===== src/rtl/accel_dma_cmd_engine.sv =====
// accel_dma_cmd_engine: paged per-channel command/status queues, round-robin onto one tagged AXIS
// command stream. Define ACCEL_DMA_CMD_IRQ_EN for the per-channel irq outputs and IRQ_MASK register.
module accel_dma_cmd_engine #(
    parameter int C_S_AXI_ADDR_WIDTH = 32,
    parameter int C_S_AXI_DATA_WIDTH = 32,
    parameter int C_NUM_CHANNELS     = 4,
    parameter int C_PAGEWIDTH        = 12,
    parameter int C_CMD_DEPTH        = 8,
    parameter int C_STS_DEPTH        = 8,
    localparam int CHW = $clog2(C_NUM_CHANNELS)
) (
    input  logic                          clk,
    input  logic                          aresetn,
    input  logic [C_S_AXI_ADDR_WIDTH-1:0] set_addr,
    input  logic [C_S_AXI_DATA_WIDTH-1:0] set_data,
    input  logic                          set_stb,
    input  logic [C_S_AXI_ADDR_WIDTH-1:0] get_addr,
    output logic [C_S_AXI_DATA_WIDTH-1:0] get_data,
    input  logic                          get_stb,
    output logic                          M_AXIS_CMD_TVALID,
    input  logic                          M_AXIS_CMD_TREADY,
    output logic [71:0]                   M_AXIS_CMD_TDATA,
    output logic [CHW-1:0]                M_AXIS_CMD_TDEST,
    input  logic                          S_AXIS_STS_TVALID,
    output logic                          S_AXIS_STS_TREADY,
    input  logic [7:0]                    S_AXIS_STS_TDATA,
    input  logic [CHW-1:0]                S_AXIS_STS_TDEST
`ifdef ACCEL_DMA_CMD_IRQ_EN
    ,
    output logic [C_NUM_CHANNELS-1:0]     irq
`endif
);
    // state | meaning
    // IDLE  | no command presented; picks first non-empty channel at/after rr_ptr
    // BUSY  | head of granted FIFO held on M_AXIS_CMD until accepted
    localparam int N   = C_NUM_CHANNELS;
    localparam int AW  = C_S_AXI_ADDR_WIDTH;
    localparam int PW  = C_PAGEWIDTH;
    localparam int CAW = $clog2(C_CMD_DEPTH);
    localparam int SAW = $clog2(C_STS_DEPTH);
    localparam logic [PW-1:0] OFS_ADDR   = PW'(8'h00);
    localparam logic [PW-1:0] OFS_CTRL   = PW'(8'h04);
    localparam logic [PW-1:0] OFS_STAT   = PW'(8'h08);
    localparam logic [PW-1:0] OFS_POP    = PW'(8'h0C);
    localparam logic [PW-1:0] OFS_ISSUED = PW'(8'h10);
    localparam logic [PW-1:0] OFS_DONE   = PW'(8'h14);
`ifdef ACCEL_DMA_CMD_IRQ_EN
    localparam logic [PW-1:0] OFS_MASK   = PW'(8'h18);
    logic [1:0] irq_mask [N];
    logic       wr_mask;
`endif

    typedef enum logic {ST_IDLE, ST_BUSY} state_t;
    state_t state, state_nxt;

    logic           running, load, cmd_hs, sts_hs, sts_stall, grant_vld;
    logic [8:0]     stall_tmr;
    logic [CHW-1:0] rr_ptr, grant, set_ch, get_ch;
    logic [AW-1:0]  set_page, get_page;
    logic [PW-1:0]  set_ofs, get_ofs;
    logic           set_hit, get_hit, wr_addr, wr_ctrl, wr_stat, rd_pop;
    logic [31:0]    addr_stage [N];
    logic [3:0]     tag_cnt [N];
    logic [31:0]    issued_cnt [N];
    logic [31:0]    done_cnt [N];
    logic [67:0]    cmd_mem [N][C_CMD_DEPTH];
    logic [7:0]     sts_mem [N][C_STS_DEPTH];
    logic [CAW:0]   cmd_wr [N], cmd_rd [N], cmd_cnt [N];
    logic [SAW:0]   sts_wr [N], sts_rd [N], sts_cnt [N];
    logic [N-1:0]   cmd_empty, cmd_full, sts_empty, sts_full;
    logic [N-1:0]   cmd_push, cmd_pop, sts_push, sts_pop, set_sel, cmd_ovf, sts_ovf;

    // Pages above the channel count must not alias onto real channels.
    assign set_page = set_addr >> PW;
    assign get_page = get_addr >> PW;
    assign set_ofs  = set_addr[PW-1:0];
    assign get_ofs  = get_addr[PW-1:0];
    assign set_ch   = set_addr[PW +: CHW];
    assign get_ch   = get_addr[PW +: CHW];
    assign set_hit  = set_stb && (set_page < AW'(N));
    assign get_hit  = get_page < AW'(N);
    assign wr_addr  = set_hit && (set_ofs == OFS_ADDR);
    assign wr_ctrl  = set_hit && (set_ofs == OFS_CTRL);
    assign wr_stat  = set_hit && (set_ofs == OFS_STAT);
    assign rd_pop   = get_stb && get_hit && (get_ofs == OFS_POP);
`ifdef ACCEL_DMA_CMD_IRQ_EN
    assign wr_mask  = set_hit && (set_ofs == OFS_MASK);
`endif

    assign S_AXIS_STS_TREADY = running && !sts_full[S_AXIS_STS_TDEST];
    assign sts_hs    = S_AXIS_STS_TVALID && S_AXIS_STS_TREADY;
    assign sts_stall = running && S_AXIS_STS_TVALID && sts_full[S_AXIS_STS_TDEST];
    assign cmd_hs    = M_AXIS_CMD_TVALID && M_AXIS_CMD_TREADY;

    always_comb begin
        for (int i = 0; i < N; i++) begin
            cmd_cnt[i]   = cmd_wr[i] - cmd_rd[i];
            sts_cnt[i]   = sts_wr[i] - sts_rd[i];
            cmd_empty[i] = cmd_cnt[i] == '0;
            cmd_full[i]  = cmd_cnt[i] == (CAW+1)'(C_CMD_DEPTH);
            sts_empty[i] = sts_cnt[i] == '0;
            sts_full[i]  = sts_cnt[i] == (SAW+1)'(C_STS_DEPTH);
            set_sel[i]   = set_ch == CHW'(i);
            cmd_pop[i]   = cmd_hs && (M_AXIS_CMD_TDEST == CHW'(i));
            // A full FIFO still takes the push when its head leaves in the same cycle.
            cmd_push[i]  = wr_ctrl && set_sel[i] && (!cmd_full[i] || cmd_pop[i]);
            sts_push[i]  = sts_hs && (S_AXIS_STS_TDEST == CHW'(i));
            sts_pop[i]   = rd_pop && (get_ch == CHW'(i)) && !sts_empty[i];
        end
    end

    // Descending scan so the lowest offset from rr_ptr wins.
    always_comb begin
        grant     = rr_ptr;
        grant_vld = 1'b0;
        for (int i = N - 1; i >= 0; i--) begin
            if (!cmd_empty[rr_ptr + CHW'(i)]) begin
                grant     = rr_ptr + CHW'(i);
                grant_vld = 1'b1;
            end
        end
    end

    always_ff @(posedge clk) begin
        if (!aresetn) state <= ST_IDLE;
        else          state <= state_nxt;
    end

    always_comb begin
        state_nxt = state;
        case (state)
            ST_IDLE: if (grant_vld) state_nxt = ST_BUSY;
            ST_BUSY: if (cmd_hs)    state_nxt = ST_IDLE;
            default: state_nxt = ST_IDLE;
        endcase
    end

    always_comb begin
        M_AXIS_CMD_TVALID = state == ST_BUSY;
        load              = (state == ST_IDLE) && grant_vld;
    end

    always_ff @(posedge clk) begin
        if (!aresetn) begin
            M_AXIS_CMD_TDATA <= '0;
            M_AXIS_CMD_TDEST <= '0;
            rr_ptr           <= '0;
        end else begin
            if (load) begin
                M_AXIS_CMD_TDATA <= {4'h0, cmd_mem[grant][cmd_rd[grant][CAW-1:0]]};
                M_AXIS_CMD_TDEST <= grant;
            end
            if (cmd_hs) rr_ptr <= M_AXIS_CMD_TDEST + CHW'(1);
        end
    end

    always_ff @(posedge clk) begin
        for (int i = 0; i < N; i++) begin
            if (cmd_push[i]) cmd_mem[i][cmd_wr[i][CAW-1:0]] <= {tag_cnt[i], addr_stage[i], set_data};
            if (sts_push[i]) sts_mem[i][sts_wr[i][SAW-1:0]] <= S_AXIS_STS_TDATA;
        end
    end

    // stall_tmr reaches zero on the 257th consecutive cycle of a blocked status byte.
    always_ff @(posedge clk) begin
        if (!aresetn) begin
            running   <= 1'b0;
            stall_tmr <= 9'd256;
            cmd_ovf   <= '0;
            sts_ovf   <= '0;
            for (int i = 0; i < N; i++) begin
                addr_stage[i] <= '0;
                tag_cnt[i]    <= '0;
                issued_cnt[i] <= '0;
                done_cnt[i]   <= '0;
                cmd_wr[i]     <= '0;
                cmd_rd[i]     <= '0;
                sts_wr[i]     <= '0;
                sts_rd[i]     <= '0;
            end
        end else begin
            running   <= 1'b1;
            stall_tmr <= !sts_stall ? 9'd256 : (stall_tmr == '0) ? '0 : stall_tmr - 9'd1;
            for (int i = 0; i < N; i++) begin
                if (wr_addr && set_sel[i]) addr_stage[i] <= set_data;
                if (wr_stat && set_sel[i]) begin
                    cmd_ovf[i] <= 1'b0;
                    sts_ovf[i] <= 1'b0;
                end
                if (wr_ctrl && set_sel[i] && !cmd_push[i]) cmd_ovf[i] <= 1'b1;
                if (sts_stall && stall_tmr == '0 && S_AXIS_STS_TDEST == CHW'(i)) sts_ovf[i] <= 1'b1;
                if (cmd_push[i]) begin
                    cmd_wr[i]  <= cmd_wr[i] + 1'b1;
                    tag_cnt[i] <= tag_cnt[i] + 1'b1;
                end
                if (cmd_pop[i]) begin
                    cmd_rd[i]     <= cmd_rd[i] + 1'b1;
                    issued_cnt[i] <= issued_cnt[i] + 1'b1;
                end
                if (sts_push[i]) begin
                    sts_wr[i]   <= sts_wr[i] + 1'b1;
                    done_cnt[i] <= done_cnt[i] + 1'b1;
                end
                if (sts_pop[i]) sts_rd[i] <= sts_rd[i] + 1'b1;
            end
        end
    end

`ifdef ACCEL_DMA_CMD_IRQ_EN
    always_ff @(posedge clk) begin
        if (!aresetn) begin
            irq <= '0;
            for (int i = 0; i < N; i++) irq_mask[i] <= '0;
        end else begin
            for (int i = 0; i < N; i++) begin
                if (wr_mask && set_sel[i]) irq_mask[i] <= set_data[1:0];
                irq[i] <= (irq_mask[i][0] && !sts_empty[i]) ||
                          (irq_mask[i][1] && (cmd_ovf[i] || sts_ovf[i]));
            end
        end
    end
`endif

    always_comb begin
        get_data = '0;
        if (get_hit) begin
            case (get_ofs)
                OFS_ADDR:   get_data = addr_stage[get_ch];
                OFS_STAT:   get_data = {cmd_ovf[get_ch], sts_ovf[get_ch], 6'b0, 8'(sts_cnt[get_ch]),
                                        8'b0, 8'(cmd_cnt[get_ch])};
                OFS_POP:    if (!sts_empty[get_ch])
                                get_data = {23'b0, 1'b1, sts_mem[get_ch][sts_rd[get_ch][SAW-1:0]]};
                OFS_ISSUED: get_data = issued_cnt[get_ch];
                OFS_DONE:   get_data = done_cnt[get_ch];
`ifdef ACCEL_DMA_CMD_IRQ_EN
                OFS_MASK:   get_data = {30'b0, irq_mask[get_ch]};
`endif
                default:    get_data = '0;
            endcase
        end
    end
endmodule


===== config.mk =====
export PLATFORM = sky130hd
export DESIGN_NAME = accel_dma_cmd_engine
export DESIGN_NICKNAME = d
export VERILOG_FILES = /design/src/rtl/accel_dma_cmd_engine.sv
export SDC_FILE = /design/constraint.sdc
export NUM_CORES = 2
export LEC_CHECK = 0
export BUFFER_PORTS_ARGS = -buffer_cell sky130_fd_sc_hd__buf_4
export CORE_MARGIN = 2
export CORE_UTILIZATION = 34
export CTS_BUF_LIST = sky130_fd_sc_hd__clkbuf_4 sky130_fd_sc_hd__clkbuf_8 sky130_fd_sc_hd__clkbuf_16
export DETAILED_ROUTE_END_ITERATION = 12
export GPL_ROUTABILITY_DRIVEN = 0
export PLACE_DENSITY = 0.49
export SETUP_SLACK_MARGIN = 0.1
export SKIP_CTS_REPAIR_TIMING = 1
export SYNTH_ARGS = -nofsm -noshare
export SYNTH_HDL_FRONTEND = slang
export SYNTH_SLANG_ARGS = --single-unit

===== constraint.sdc =====
create_clock -name clk -period 23.8 [get_ports clk]
set_input_delay 4.76 -clock clk [delete_from_list [all_inputs] [get_ports clk]]
set_output_delay 4.76 -clock clk [all_outputs]
set_load 0.05 [all_outputs]

* Word-level counts from Yosys, hierarchy flattened
Memories as Yosys holds them, arrays and structs flattened.
Index checks and enable logic that the tools add are counted.
** Operators by class
- Bitwise logic cells :: 46
- $mul :: 0
- $add $sub $neg :: 41
- Equal/unequal tests :: 26
- Div/mod/pow operators :: 0
- Order comparisons :: 27
- Mux-type cells :: 191
- Shift-type cells :: 0
- Reduce and logical (&&, ||, !) cells :: 109
** Operator list (count)
- $mux 544 :: 10
- $reduce_or 544->1 :: 3
- $demux 68 s3 :: 4
- $mux 64 :: 10
- $mux 32 :: 13
- $mux 68 :: 6
- $add 32x1->32 const B :: 8
- $bmux 68 s3 :: 1
- $reduce_or 64->1 :: 3
- $pmux 32 s5 :: 1
- $demux 8 s3 :: 4
- $mux 4 :: 24
- $mux 1 :: 88
- $add 4x1->4 const B :: 20
- $logic_and 1x1->1 :: 61
- $mux 8 :: 6
- $ge 4x4->1 const B :: 10
- $lt 20x3->1 const B :: 2
- $not 3->4 :: 10
- $eq 12x4->1 const B :: 3
- $eq 4x4->1 const B :: 8
- $logic_not 4->1 :: 8
- $lt 4x1->1 const B :: 8
- $or 1x1->1 :: 32
- 26 further kinds :: 97
** Word-level totals
- Output and inout port bits :: 108
- Memories kept :: 10
- Bits in writable memories :: 2896
- Bits of input ports :: 112
- ROM bits :: 0
- Bits in registers :: 91
- Bits in latches :: 0
** Memory list
- cmd_mem :: depth 4, bits a word 544, rd ports 1, clocked after memory_dff 0, write ports 1, line 66 : logic [67:0] cmd_mem [N][C_CMD_DEPTH];
- sts_mem :: depth 4, bits a word 64, rd ports 1, clocked after memory_dff 0, write ports 1, line 67 : logic [7:0] sts_mem [N][C_STS_DEPTH];
- addr_stage :: depth 4, bits a word 32, rd ports 5, clocked after memory_dff 0, write ports 4, line 62 : logic [31:0] addr_stage [N];
- done_cnt :: depth 4, bits a word 32, rd ports 5, clocked after memory_dff 0, write ports 4, line 65 : logic [31:0] done_cnt [N];
- issued_cnt :: depth 4, bits a word 32, rd ports 5, clocked after memory_dff 0, write ports 4, line 64 : logic [31:0] issued_cnt [N];
- cmd_rd :: depth 4, bits a word 4, rd ports 5, clocked after memory_dff 0, write ports 4, line 68 : logic [CAW:0] cmd_wr [N], cmd_rd [N], cmd_cnt [N];
- 4 more memories

* Logic depth before layout (Yosys ltp)
An unclocked memory read counts as a cell.
- Word-level depth :: 15
- Depth in mapped cells :: 19
- Depth with buffers taken out :: 14

* Worst setup path after synthesis
OpenSTA, ideal clock, no wires.
- Path kind :: in2out
- Start point :: input get_addr[12]
- End point :: output get_data[18]
- Data required time :: 19040 ps
- Data arrival time :: 8151 ps
- Setup slack :: 10889 ps
- Path buffers :: 5
- Stages on the path :: 8
- Cells stage by stage :: buf_2 buf_2 clkbuf_1 clkbuf_1 clkbuf_1 mux4_2 a22oi_1 a21boi_0
** Between the ends
- Longest elaborated chain between the ends :: 6
- Elaborated cells between the ends (all ways) :: 10
** Ends and longest elaborated chain
- start, declared :: line 17 : input logic [C_S_AXI_ADDR_WIDTH-1:0] get_addr,
- branches (longest 5 deep; another with $lt 20x3->1)
- $mux 32 * :: line 226 : if (get_hit) begin
- end, declared :: line 18 : output logic [C_S_AXI_DATA_WIDTH-1:0] get_data,
Mark *: on every way between the ends. The select of a mux whose other input is x is not followed.

* Worst setup path in the final report
Ends and elaborated chain as after synthesis.

==> parameters.txt <==
Parameter                              Value

STA
  Maximum achievable frequency ... 73.40 MHz
  Time the final worst path needs with I/O delays and setup ... 13.62 ns
  Final clock skew ... 0.05588 ns
  Final count of negative-setup-slack endpoints ... 0
  Max-slew headroom ... 11.36%
  Endpoints failing hold ... 0
  Setup ws final ... 10.18 ns
  Max-slew violation count ... 0
  RSZ-0062 raised after global routing ... false
  Final sum of negative setup slack ... 0 ns
  Period utilisation layout ... 57.24%
  Slew at the pin closest to its max-slew limit ... 1.296 ns

Run status
  Status ... complete, no violations

Layout
  Filler instances ... 34,720
  Area taken by multi-input logic gates ... 0.03569 sq mm
  Fraction of final layout cells sized beyond drive strength 1 ... 13.29%
  Nets ... 9,120
  Area growth syn-to-layout ... 14.29%
  Total area of sequential cells ... 0.08879 sq mm
  Fin cells ... 14,196

Logic synthesis
  Most frequent cell after synthesis ... sky130_fd_sc_hd__edfxtp_1
  Warnings, synthesis ... 0
  Area leader, netlist ... sky130_fd_sc_hd__edfxtp_1
  Top cells by count, synth ... sky130_fd_sc_hd__edfxtp_1 (2,896), sky130_fd_sc_hd__nand2_1 (731), sky130_fd_sc_hd__and2_1 (681), sky130_fd_sc_hd__a21oi_1 (675), sky130_fd_sc_hd__clkbuf_1 (596)
  Fraction of the yosys area taken by sequential cells ... 69.89%
  Flip-flop and latch count after synthesis ... 2,987
  Number of standard cells after synthesis ... 8,893
  Top-area cell type share of the netlist area ... 68.46%
  Synth async-reset ratio ... 0%
  Cell types with the largest area share after synthesis ... sky130_fd_sc_hd__edfxtp_1 (68%), sky130_fd_sc_hd__a221oi_1 (3.8%), sky130_fd_sc_hd__and2_1 (3.4%), sky130_fd_sc_hd__mux4_2 (3.1%), sky130_fd_sc_hd__a21oi_1 (2.7%)
  Mean Syn Cell Area ... 14.28 sq um
  Post-synthesis cell area ... 0.1270 sq mm
  Commonest register cell after synthesis ... sky130_fd_sc_hd__edfxtp_1
  EDFF count, synth ... 2,896
  Number of distinct library cells after synthesis ... 63

CTS
  # clock sinks ... 2,987
  Worst-path clk slew ... 0.05 ns
  Clock Path Buffers ... 4
  TritonCTS Buffers ... 341
  CTS HTree Levels ... 5
  TritonCTS clock tree ... done
  Clock Root Buffer ... sky130_fd_sc_hd__clkbuf_16
  Clock latency on the worst-skew pair ... 0.97 ns

Die
  Starting density of the core ... 34.13%
  Core region area ... 0.3722 sq mm
  Area of the die ... 0.3785 sq mm
  Die Wd ... 615.2 microns
  I/O pin count ... 220
  Placement Rows ... 224
  Overall die height ... 615.2 microns

Setup path
  Data required time at the worst endpoint ... 19.04 ns
  Cell occurring most often along the worst timing path ... sky130_fd_sc_hd__buf_4
  Worst setup path startpoint ... get_addr[12]
  FF-to-FF End ... M_AXIS_CMD_TDATA[16]
  Critical-path cell list ... buf_8 -> buf_4 -> buf_4 -> mux4_2 -> a22oi_1 -> a21boi_0 -> buf_4
  Capturing element of the worst setup path ... get_data[18]
  Logic depth of the worst register-to-register path ... 19
  Setup CP Type ... in2out
  Reg-to-reg startpoint ... cmd_wr[0][0]
  Worst-path maximum fanout ... 83
  Largest incremental delay on the critical path ... 0.82 ns
  Endpoint type of the worst setup path ... primary output
  Minimum setup slack among reg-to-reg paths ... 14.10 ns
  Largest delay share family, worst path ... buffers and inverters
  Number of cells on the critical path ... 7
  Startpoint Class ... input port
  Crit path buf inv count ... 4
  Critical-path top delay cell ... sky130_fd_sc_hd__buf_4
  Worst path arrival time ... 8.86 ns

Power and ir drop
  Net switching fraction of the power ... 25.99%
  Worst voltage drop across the vdd grid ... 0.00005810 V
  Combinational share of power ... 9.9%
  Pwr/cell area ... 85.40 mW/mm^2
  Final Power ... 12.40 mW
  Sw Pwr ... 3.222 mW
  Part of the power in registers ... 48.0%
  Clock share of power ... 42.1%
  Standby leakage power ... 46.51 nW
  Internal power ... 9.177 mW

Placed design
  Estimated wirelength of the detail-placed design ... 248,800 microns
  Total placed cells including tap cells ... 13,572
  Port Buffer Count ... 215
  DP Worst Slack ... 10.12 ns

Run
  Maximum Capacitance Violations ... 0

Min path
  Hold Path Cell Cnt ... 1
  Class of the most critical hold timing path ... reg2reg

Global route
  Gr usage total ... 23.07%
  First-pass GRT wire length ... 633,300 microns
  Antenna violations before repair ... 68
  Number of global-route vias before repair ... 81,700
  Pin count of the biggest net entering global routing ... 214
  Overall overflow remaining after global route ... 0

Routing
  Post-DR vias/cell ... 5.934
  WL per Instance ... 31.71 microns
  Post-route ant nets ... 0
  Number of DRC violations after detailed-routing iteration 0 ... 11,112
  DR pass1 iterations ... 5
  Post-Route WL ... 450,100 microns
  Via count ... 84,238
  Post-detailed-route DRC marker count ... 0
-- cell type report --
| type | count | share of cell area [%] |
|---|---|---|
| clock buffer | 443 | 6.490 |
| clock inverter | 165 | 1.079 |
| timing repair buffer | 412 | 2.221 |
| inverter | 65 | 0.1680 |
| sequential | 2987 | 61.15 |
| tap | 4972 | 4.285 |
| multi-input combinational | 5136 | 24.58 |
| antenna | 16 | 0.02758 |
-- worst min path at each step --
stage                       from      endpoint  slack (ns)
floorplan           stall_tmr[0]  stall_tmr[0]        0.41
global placement    stall_tmr[0]  stall_tmr[0]        0.42
detailed placement  stall_tmr[0]  stall_tmr[0]        0.46
CTS                 stall_tmr[0]  stall_tmr[0]        0.47
global route        stall_tmr[0]  stall_tmr[0]        0.49
finish              stall_tmr[0]  stall_tmr[0]        0.46
-- metal layers --
| layer | wire length [microns] | GRT usage, % | share of wire, % | vias to the layer above |
|---|---|---|---|---|
| li1 | - | - | - | 35165 |
| met1 | 188100 | 32.57 | 42 | 43917 |
| met2 | 206100 | 36.48 | 46 | 4431 |
| met3 | 42230 | 4.045 | 9.4 | 705 |
| met4 | 13480 | 6.504 | 3.0 | 20 |
| met5 | 120 | 0 | 0.027 | - |
-- layout by cell type (no fill, tap or decap), types with 50 or more instances in the layout --
| cell | n |
|---|---|
| sky130_fd_sc_hd__edfxtp_1 | 2896 |
| sky130_fd_sc_hd__nand2_1 | 727 |
| sky130_fd_sc_hd__and2_1 | 680 |
| sky130_fd_sc_hd__a21oi_1 | 674 |
| sky130_fd_sc_hd__a221oi_1 | 551 |
| sky130_fd_sc_hd__nor2_1 | 419 |
| sky130_fd_sc_hd__buf_4 | 400 |
| sky130_fd_sc_hd__clkbuf_16 | 347 |
| sky130_fd_sc_hd__a22oi_1 | 294 |
| sky130_fd_sc_hd__a211oi_1 | 289 |
| sky130_fd_sc_hd__a2111oi_0 | 270 |
| sky130_fd_sc_hd__xor2_1 | 196 |
| sky130_fd_sc_hd__mux4_2 | 173 |
| sky130_fd_sc_hd__nand3_1 | 132 |
| sky130_fd_sc_hd__o21ai_0 | 94 |
| sky130_fd_sc_hd__xnor2_1 | 93 |
| sky130_fd_sc_hd__clkbuf_4 | 93 |
| sky130_fd_sc_hd__dfxtp_1 | 91 |
| sky130_fd_sc_hd__or4_1 | 69 |
| sky130_fd_sc_hd__inv_1 | 65 |
| sky130_fd_sc_hd__and3_1 | 65 |
| sky130_fd_sc_hd__clkinv_2 | 58 |
| sky130_fd_sc_hd__ha_1 | 57 |
| sky130_fd_sc_hd__clkinv_1 | 52 |
| sky130_fd_sc_hd__nand4_1 | 50 |
-- metrics by stage --
| step | utilization, % | area, sq um | hold slack, ns |
|---|---|---|---|
| floorplan | - | 127000 | 0.4132 |
| global placement | 36.05 | 134200 | 0.4239 |
| detailed placement | 36.05 | 134200 | 0.4619 |
| CTS | 39.00 | 145200 | 0.4690 |
| global route | 39.00 | 145200 | 0.4875 |
| finish | 39.01 | 145200 | 0.4576 |
-- logic make-up after synthesis --
| group | Yosys count | synth area share (%) |
|---|---|---|
| flops | 2987 | 69.89 |
| simple gates | 2339 | 9.183 |
| compound gates | 2232 | 12.52 |
| buf+inv | 773 | 2.369 |
| xor+xnor | 289 | 1.993 |
| mux | 207 | 3.358 |
| fa+ha+maj | 65 | 0.6875 |
| other cells | 1 | 0.002952 |
-- sequential cells by signal, summed over array words and instances (netlist names), 4 cells and up --
register	count
tag_cnt	16
M_AXIS_CMD_TDATA	68
sts_rd	16
done_cnt	128
cmd_ovf	4
sts_mem	256
cmd_wr	16
addr_stage	128
cmd_rd	16
stall_tmr	9
sts_wr	16
issued_cnt	128
cmd_mem	2176
sts_ovf	4
-- power by group through the flow --
stage          registers, mW  logic (mW)  clock network [mW]
2_1_floorplan           6.05       0.664                   0
3_3_place_gp            6.06        1.22                   0
3_5_place_dp            6.05        1.23                   0
4_1_cts                 5.95        1.23                5.29
5_1_grt                 5.95        1.30                5.50
6_report                5.95        1.23                5.22
No activity file was read; power rests on OpenSTA's default activity.
